==> src/rtl/iterative_divider.sv <==
// ---------------------------------------------------------------------------
// iterative_divider
//   Unsigned multi-cycle restoring divider: quotient/remainder of
//   dataA / dataB, one trial subtraction per clock. A start/busy/done
//   handshake lets the sequencer issue DIV-class operations.
//
// Ports
//   clock      : system clock, rising edge
//   reset      : synchronous, active-high
//   start      : request a division (sampled only in IDLE or DONE)
//   dataA      : dividend, captured on the accepting edge
//   dataB      : divisor, captured on the accepting edge
//   busy       : high while a division is running (RUN)
//   done       : one-cycle pulse, results valid (DONE)
//   divByZero  : last accepted divisor was zero
//   quotient   : quotient of the last completed operation
//   remainder  : remainder of the last completed operation
// ---------------------------------------------------------------------------
module iterative_divider #(
    parameter int nrOfBits = 16
) (
    input  logic                clock,
    input  logic                reset,
    input  logic                start,
    input  logic [nrOfBits-1:0] dataA,
    input  logic [nrOfBits-1:0] dataB,
    output logic                busy,
    output logic                done,
    output logic                divByZero,
    output logic [nrOfBits-1:0] quotient,
    output logic [nrOfBits-1:0] remainder
);

    localparam int W  = nrOfBits;
    localparam int CW = $clog2(nrOfBits + 1);
    localparam logic [CW-1:0] CNT_LOAD = CW'(nrOfBits);

    typedef enum logic [1:0] {S_IDLE, S_RUN, S_DONE} state_t;

    state_t        state_q, state_d;
    logic [CW-1:0] cnt_q, cnt_d;
    logic [W-1:0]  divisor_q, divisor_d;
    logic [W:0]    prem_q, prem_d;      // partial remainder, one bit wider than operands
    logic [W-1:0]  wq_q, wq_d;          // working quotient; starts as the dividend
    logic [W-1:0]  quotient_q, quotient_d;
    logic [W-1:0]  remainder_q, remainder_d;
    logic          dbz_q, dbz_d;

    // {prem, wq} shifted left by one. prem < divisor always holds, so the
    // top bit of this value is zero and the subtraction below cannot wrap.
    logic [W+1:0]  shifted;
    logic [W+1:0]  trial;
    logic          borrow;

    always_comb begin
        shifted = {prem_q, wq_q[W-1]};
        trial   = shifted - {2'b00, divisor_q};
        borrow  = trial[W+1];
    end

    always_comb begin
        state_d     = state_q;
        cnt_d       = cnt_q;
        divisor_d   = divisor_q;
        prem_d      = prem_q;
        wq_d        = wq_q;
        quotient_d  = quotient_q;
        remainder_d = remainder_q;
        dbz_d       = dbz_q;

        case (state_q)
            S_RUN: begin
                prem_d = borrow ? shifted[W:0] : trial[W:0];
                wq_d   = {wq_q[W-2:0], ~borrow};
                cnt_d  = cnt_q - CW'(1);
                if (cnt_q == CW'(1)) begin
                    quotient_d  = wq_d;
                    remainder_d = prem_d[W-1:0];
                    state_d     = S_DONE;
                end
            end
            default: begin  // IDLE or DONE: both can accept a new request
                if (state_q == S_DONE) state_d = S_IDLE;
                if (start) begin
                    if (dataB == '0) begin
                        // Zero divisor resolves immediately without iterating
                        quotient_d  = '1;
                        remainder_d = dataA;
                        dbz_d       = 1'b1;
                        state_d     = S_DONE;
                    end else begin
                        divisor_d = dataB;
                        wq_d      = dataA;
                        prem_d    = '0;
                        cnt_d     = CNT_LOAD;
                        dbz_d     = 1'b0;
                        state_d   = S_RUN;
                    end
                end
            end
        endcase
    end

    always_ff @(posedge clock) begin
        if (reset) begin
            state_q     <= S_IDLE;
            cnt_q       <= '0;
            divisor_q   <= '0;
            prem_q      <= '0;
            wq_q        <= '0;
            quotient_q  <= '0;
            remainder_q <= '0;
            dbz_q       <= 1'b0;
        end else begin
            state_q     <= state_d;
            cnt_q       <= cnt_d;
            divisor_q   <= divisor_d;
            prem_q      <= prem_d;
            wq_q        <= wq_d;
            quotient_q  <= quotient_d;
            remainder_q <= remainder_d;
            dbz_q       <= dbz_d;
        end
    end

    assign busy      = (state_q == S_RUN);
    assign done      = (state_q == S_DONE);
    assign divByZero = dbz_q;
    assign quotient  = quotient_q;
    assign remainder = remainder_q;

endmodule

==> config.mk <==
export PLATFORM = sky130hd
export DESIGN_NAME = iterative_divider
export DESIGN_NICKNAME = d
export VERILOG_FILES = /design/src/rtl/iterative_divider.sv
export SDC_FILE = /design/constraint.sdc
export NUM_CORES = 1
export LEC_CHECK = 0
export CAP_MARGIN = 15
export CORE_MARGIN = 1
export CORE_UTILIZATION = 45
export CTS_BUF_LIST = sky130_fd_sc_hd__clkbuf_2 sky130_fd_sc_hd__clkbuf_4 sky130_fd_sc_hd__clkbuf_8
export DETAILED_ROUTE_END_ITERATION = 10
export PLACE_DENSITY = 0.82
export SLEW_MARGIN = 20
export SYNTH_ARGS = -nofsm -noshare
export SYNTH_HDL_FRONTEND = slang
export SYNTH_SLANG_ARGS = --single-unit
==> constraint.sdc <==
create_clock -name clock -period 2.5 [get_ports clock]
set_input_delay 0.25 -clock clock [delete_from_list [all_inputs] [get_ports clock]]
set_output_delay 0.25 -clock clock [all_outputs]
set_load 0.005 [all_outputs]
# Word level (Yosys, flattened, before mapping)
# Cells that the tools add are included.
[word_totals] register_bits=89
[classes] n_addsub=2 eq_ne=5 mux=24 bitwise_logic=3 n_reduce_logical=9
[op_table] operator="two-way mux 16 bit" count=11
[op_table] operator="two-way mux 17 bit" count=4
[op_table] operator="subtractor 18 x 16 -> 18 bit" count=1
[op_table] operator="zero test 16 bit" count=1
[op_table] operator="two-way mux 5 bit" count=3
[op_table] operator="two-way mux 2 bit" count=5
[op_table] operator="AND reduction 2 bit" count=3
[op_table] operator="AND reduction 3 bit" count=2
[op_table] operator="== test 5 x 1 -> 1 bit, second input constant" count=1
[op_table] operator="subtractor 5 x 1 -> 5 bit, second input constant" count=1
[op_table] operator="nonzero test 2 bit" count=2
[op_table] operator="inverter 1 bit" count=3
[op_table] operator="nonzero test 3 bit" count=1
[op_table] operator="== test 2 x 1 -> 1 bit, second input constant" count=1
[op_table] operator="== test 2 bit, second input constant" count=1
[op_table] operator="inequality test 2 x 1 -> 1 bit, second input constant" count=1
[op_table] operator="inequality test 2 bit, second input constant" count=1
[op_table] operator="two-way mux 1 bit" count=1

# Logic depth before layout (Yosys ltp)
[logic_depth] word_depth=4 ltp_mapped=11

# Least setup slack after synthesis
# No wires, ideal clock.
[synth_path] path_kind="reg2reg" startpoint="register wq_q[15]" endpoint="register prem_q[16]" arrival_ns=2.385 t_required_ns=2.375 slack_ns=-0.010 path_stages_with_launch=12 n_path_buf=0 period_less_slack_ns=2.510 path_cell_list="dfxtp_1 inv_1 ha_1 inv_1 fa_1 a21o_1 a211o_1 a31oi_1 nand3_1 a2111oi_1 xnor2_1 o21ai_1"
[synth_between] elab_chain_cells=3
[synth_rtl] item="start: declaration" line_no="44" text="logic [W-1:0] wq_q, wq_d;"
[synth_rtl] item="start signal: assignment" line_no="119" text="wq_q <= wq_d;"
[synth_rtl] item="subtractor 18 x 16 -> 18 bit" line_no="57" text="trial = shifted - {2'b00, divisor_q};"
[synth_rtl] item="two-way mux 17 bit" line_no="73" text="prem_d = borrow ? shifted[W:0] : trial[W:0];"
[synth_rtl] item="two-way mux 17 bit" line_no="71" text="case (state_q)"
[synth_rtl] item="end signal: assignment" line_no="118" text="prem_q <= prem_d;"
[synth_rtl] item="end: declaration" line_no="43" text="logic [W:0] prem_q, prem_d;"
# No other way between the ends.
# A chain may end at the register's enable or synchronous reset.

# Worst setup path in the final report
[layout_path] startpoint="register divisor_q[1]" endpoint="register remainder_q[7], in the netlist remainder[7]"
[layout_between] elab_chain_cells=4
[layout_rtl] item="start: declaration" line_no="42" text="logic [W-1:0] divisor_q, divisor_d;"
[layout_rtl] item="start signal: assignment" line_no="117" text="divisor_q <= divisor_d;"
[layout_rtl] item="subtractor 18 x 16 -> 18 bit" line_no="57"
[layout_rtl] item="two-way mux 17 bit" line_no="73"
[layout_rtl] item="two-way mux 16 bit" line_no="76" text="if (cnt_q == CW'(1)) begin"
[layout_rtl] item="two-way mux 16 bit" line_no="71"
[layout_rtl] item="end signal: assignment" line_no="121" text="remainder_q <= remainder_d;"
[layout_rtl] item="end: declaration" line_no="46" text="logic [W-1:0] remainder_q, remainder_d;"
# No other way between the ends. The select of a mux whose other input is x is not followed.

==> flow_summary.yaml <==
clocking:
  htreeDepth: 3
  clk_pin_slew_ns: 0.09
  clock_latency_ns: 0.37
  cts_root_buf: "clkbuf_8"
  cts.hold.buffers_added: 0
  clock_sinks: 89
  cts_buffers: 9
  cts_tree: "built"
  clockBufferDepth: 2
routing:
  drt-wirelength-per-cell_um: 19.8
  wirelength_mm: 16.4
  antenna_left: 0
  drc: 0
  viasPerCell: 6.15
  drt_iter0_drc: 467
  via_count: 5116
  drtPass1Iterations: 8
finish:
  area_growth_pct: 47.9
  multi_input_area_mm2: 0.00314
  fill_cells: 674
  final_layout_size_suffix_gt1_share_pct: 33.3
  antenna_cells: 0
  nets: 748
  final_cells: 832
  seqCellArea_mm2: 0.00180
  fin_util_pct: 69.9
yosys:
  ys.flop_type: "dfxtp_1"
  ys_seq_area_share_pct: 37.9
  ys_warn_count: 0
  syn-cell-area_mm2: 0.00470
  synth-seq-cells: 89
  ys_types: 64
  synthesis.nets: 602
  async_reset_ff_share_pct: 0
  synth-edff-count: 0
  syn_avg_cell_area_um2: 8.58
  synthCells: 548
sta:
  hold_viol_final: 0
  period_minus_slack_ns: 2.73
  setup_viol: 33
  finClkSkew_ns: 0.0103
  holdWs_ns: 0.309
  tightest_slew_ns: 0.525
  layout_setup_ws_ns: -0.228
  finalCritPeriodShare_pct: 109
  grt_setup_unrepaired: "yes"
  slew_viol_final: 0
  max_freq_mhz: 367
  slew_headroom_pct: 65.0
floorplanning:
  rows: 36
  die_area_mm2: 0.0109
  die_y_um: 104
  initial_core_util_pct: 47.2
  boundaryPins: 70
  die_width_um: 104
  core_mm2: 0.00995
global_route:
  grtUsageTotal_pct: 27.9
  overflow: 0
  grt_first_pass_wirelength_mm: 24.4
  grt_max_degree: 52
  antenna_found_initial: 0
  first_global_vias: 4861
pwr:
  p_total_w: 0.00655
  p_leak_nw: 2.74
  peakVddDrop_v: 0.000558
  power_density_mw_per_mm2: 942
setup_path:
  r2r_setup_slack_ns: -0.23
  critPathCaptureType: "flip-flop"
  criticalPathCategory: "reg -> reg"
  required_ns: 2.80
  r2r_start: "divisor_q[1]"
  crit_start: "divisor_q[1]"
  cp-start-kind: "flip-flop"
  cp.arrival_ns: 3.02
  critPathMaxFanout: 5
placed_design:
  finalWeightedCongestion: 0.975
  placement.io_buffers: 69
  dp_hpwl_mm: 10.4
  placed_cells: 789
job:
  cap_violations: 0
min_path:
  hold_start: "reset"
  hold_path.class: "in -> reg"
status:
  violations: "negative setup slack"
  status: "complete, but fails checks"
-- routing by layer --
| layer | GRT usage (%) | vias to the layer above | share of wire [%] |
|---|---|---|---|
| met4 | 11.8 | 0 | 5.3 |
| met2 | 48.7 | 301 | 49 |
| li1 | - | 2298 | - |
| met5 | 0 | - | 0 |
| met3 | 5.14 | 82 | 6.7 |
| met1 | 33.5 | 2435 | 39 |
-- logic make-up (layout without fill, tap and decap cells) --
group           count (synthesis)  count (layout)  synth area share (%)
mux                            27              27                  5.93
compound gates                168             168                  26.7
fa+ha+maj                      19              19                  5.21
xor+xnor                        8               8                  1.49
buf+inv                        65             216                  5.53
flops                          89              89                  37.9
simple gates                  172             172                  17.3
-- worst paths after layout --
| path | to | cells past startpoint |
|---|---|---|
| min reg2reg | divisor_q[15] | 2 |
| min | remainder[1] | 2 |
| max | remainder[7] | 12 |
| max reg2reg | remainder[7] | 12 |
-- timing repair --
action / CTS / global route
setup endpoints to repair: 35 / 35
pin swaps: 18 / 24
resized for setup: 52 / 61
endpoints found under the hold margin: 0 / 0
setup buffers: 14 / 13
-- Yosys cell counts, types with 2 or more instances --
| cell | n | share of area, % |
|---|---|---|
| a41oi_1 | 4 | 0.74 |
| o211ai_1 | 3 | 0.48 |
| nor4_1 | 4 | 0.53 |
| o221ai_1 | 3 | 0.56 |
| nor2b_1 | 4 | 0.53 |
| clkbuf_1 | 27 | 2.2 |
| a211o_1 | 4 | 0.74 |
| a211oi_1 | 24 | 3.8 |
| nand3b_1 | 2 | 0.32 |
| nand4_1 | 8 | 1.1 |
| o21a_1 | 2 | 0.32 |
| a31oi_2 | 2 | 0.53 |
| nor3_1 | 4 | 0.43 |
| buf_6 | 2 | 0.48 |
| a211oi_2 | 3 | 0.80 |
| and2_1 | 5 | 0.67 |
| inv_1 | 30 | 2.4 |
| o22ai_1 | 6 | 0.80 |
| o21ai_1 | 3 | 0.32 |
| or2_2 | 3 | 0.40 |
| a31oi_1 | 4 | 0.53 |
| mux2_2 | 3 | 0.72 |
| a21oi_1 | 46 | 4.9 |
| nand2_1 | 58 | 4.6 |
| a221oi_1 | 4 | 0.74 |
| buf_1 | 5 | 0.40 |
| a21oi_2 | 2 | 0.37 |
| nor2_1 | 43 | 3.4 |
| ha_1 | 18 | 4.8 |
| o21ai_0 | 18 | 1.9 |
| o31ai_4 | 2 | 0.90 |
| a21o_1 | 5 | 0.80 |
| nand3_1 | 22 | 2.3 |
| nand2b_1 | 2 | 0.27 |
| o221a_2 | 15 | 3.6 |
| and3_1 | 8 | 1.1 |
| o2111ai_1 | 2 | 0.37 |
| a311oi_1 | 2 | 0.37 |
| mux2i_1 | 23 | 4.9 |
| dfxtp_1 | 89 | 38 |
| xnor2_1 | 8 | 1.5 |
| a21boi_0 | 3 | 0.48 |
| or4_1 | 2 | 0.32 |
-- final cells by class --
type	count	share of cell area (%)
Clock buffer	11	2.09
Tap cell	133	2.39
Multi-Input combinational cell	394	45.1
Timing Repair Buffer	170	21.9
Clock inverter	5	0.899
Inverter	30	1.65
Sequential cell	89	25.9
-- stage by stage --
stage	TNS (ns)	worst slack, ns	area, µm²
after global placement	-5.59	-0.363	6000
after floorplan	-0.000384	-0.000384	4710
after CTS	-1.31	-0.118	6550
after global routing	-6.38	-0.316	6960
after detailed placement	-8.72	-0.406	6000
final	-3.39	-0.228	6960
-- power breakdown --
| group | internal [W] | leakage [nW] | switching, W |
|---|---|---|---|
| logic | 0.00194 | 1.91 | 0.00189 |
| clock network | 0.000508 | 0.100 | 0.000548 |
| registers | 0.00154 | 0.733 | 0.000127 |
-- cell usage in the layout (no fill, tap or decap), types with 5 or more instances in the layout --
cell / instances
buf_6: 5
and3_1: 8
ha_4: 12
nand4_1: 8
o22ai_1: 5
nand3_1: 21
o21ai_0: 9
a21o_1: 5
inv_2: 9
xnor2_1: 8
nor2_1: 42
nand2_1: 56
a211oi_1: 20
a21oi_1: 44
a211oi_2: 6
o221a_2: 15
dfxtp_1: 72
clkbuf_8: 10
buf_12: 5
mux2i_4: 7
mux2i_1: 15
inv_1: 20
ha_1: 6
buf_4: 91
dfxtp_2: 17
clkdlybuf4s50_1: 68
o21ai_1: 10
-- critical path, stage by stage, from the launching register on --
cell,delay (ns)
dfxtp_2,0.37
inv_4,0.05
ha_4,0.20
nor2b_4,0.12
o211ai_1,0.42
buf_4,0.23
a211oi_4,0.07
buf_4,0.14
o31ai_4,0.32
nand2_4,0.16
buf_6,0.15
mux2_4,0.31
o22ai_1,0.11
-- sequential cells by signal (all words and copies together) (netlist names) --
| signal | flops |
|---|---|
| cnt_q | 5 |
| divByZero | 1 |
| divisor_q | 16 |
| prem_q | 17 |
| quotient | 16 |
| remainder | 16 |
| state_q | 2 |
| wq_q | 16 |
Power figures use the tool's default switching activity.
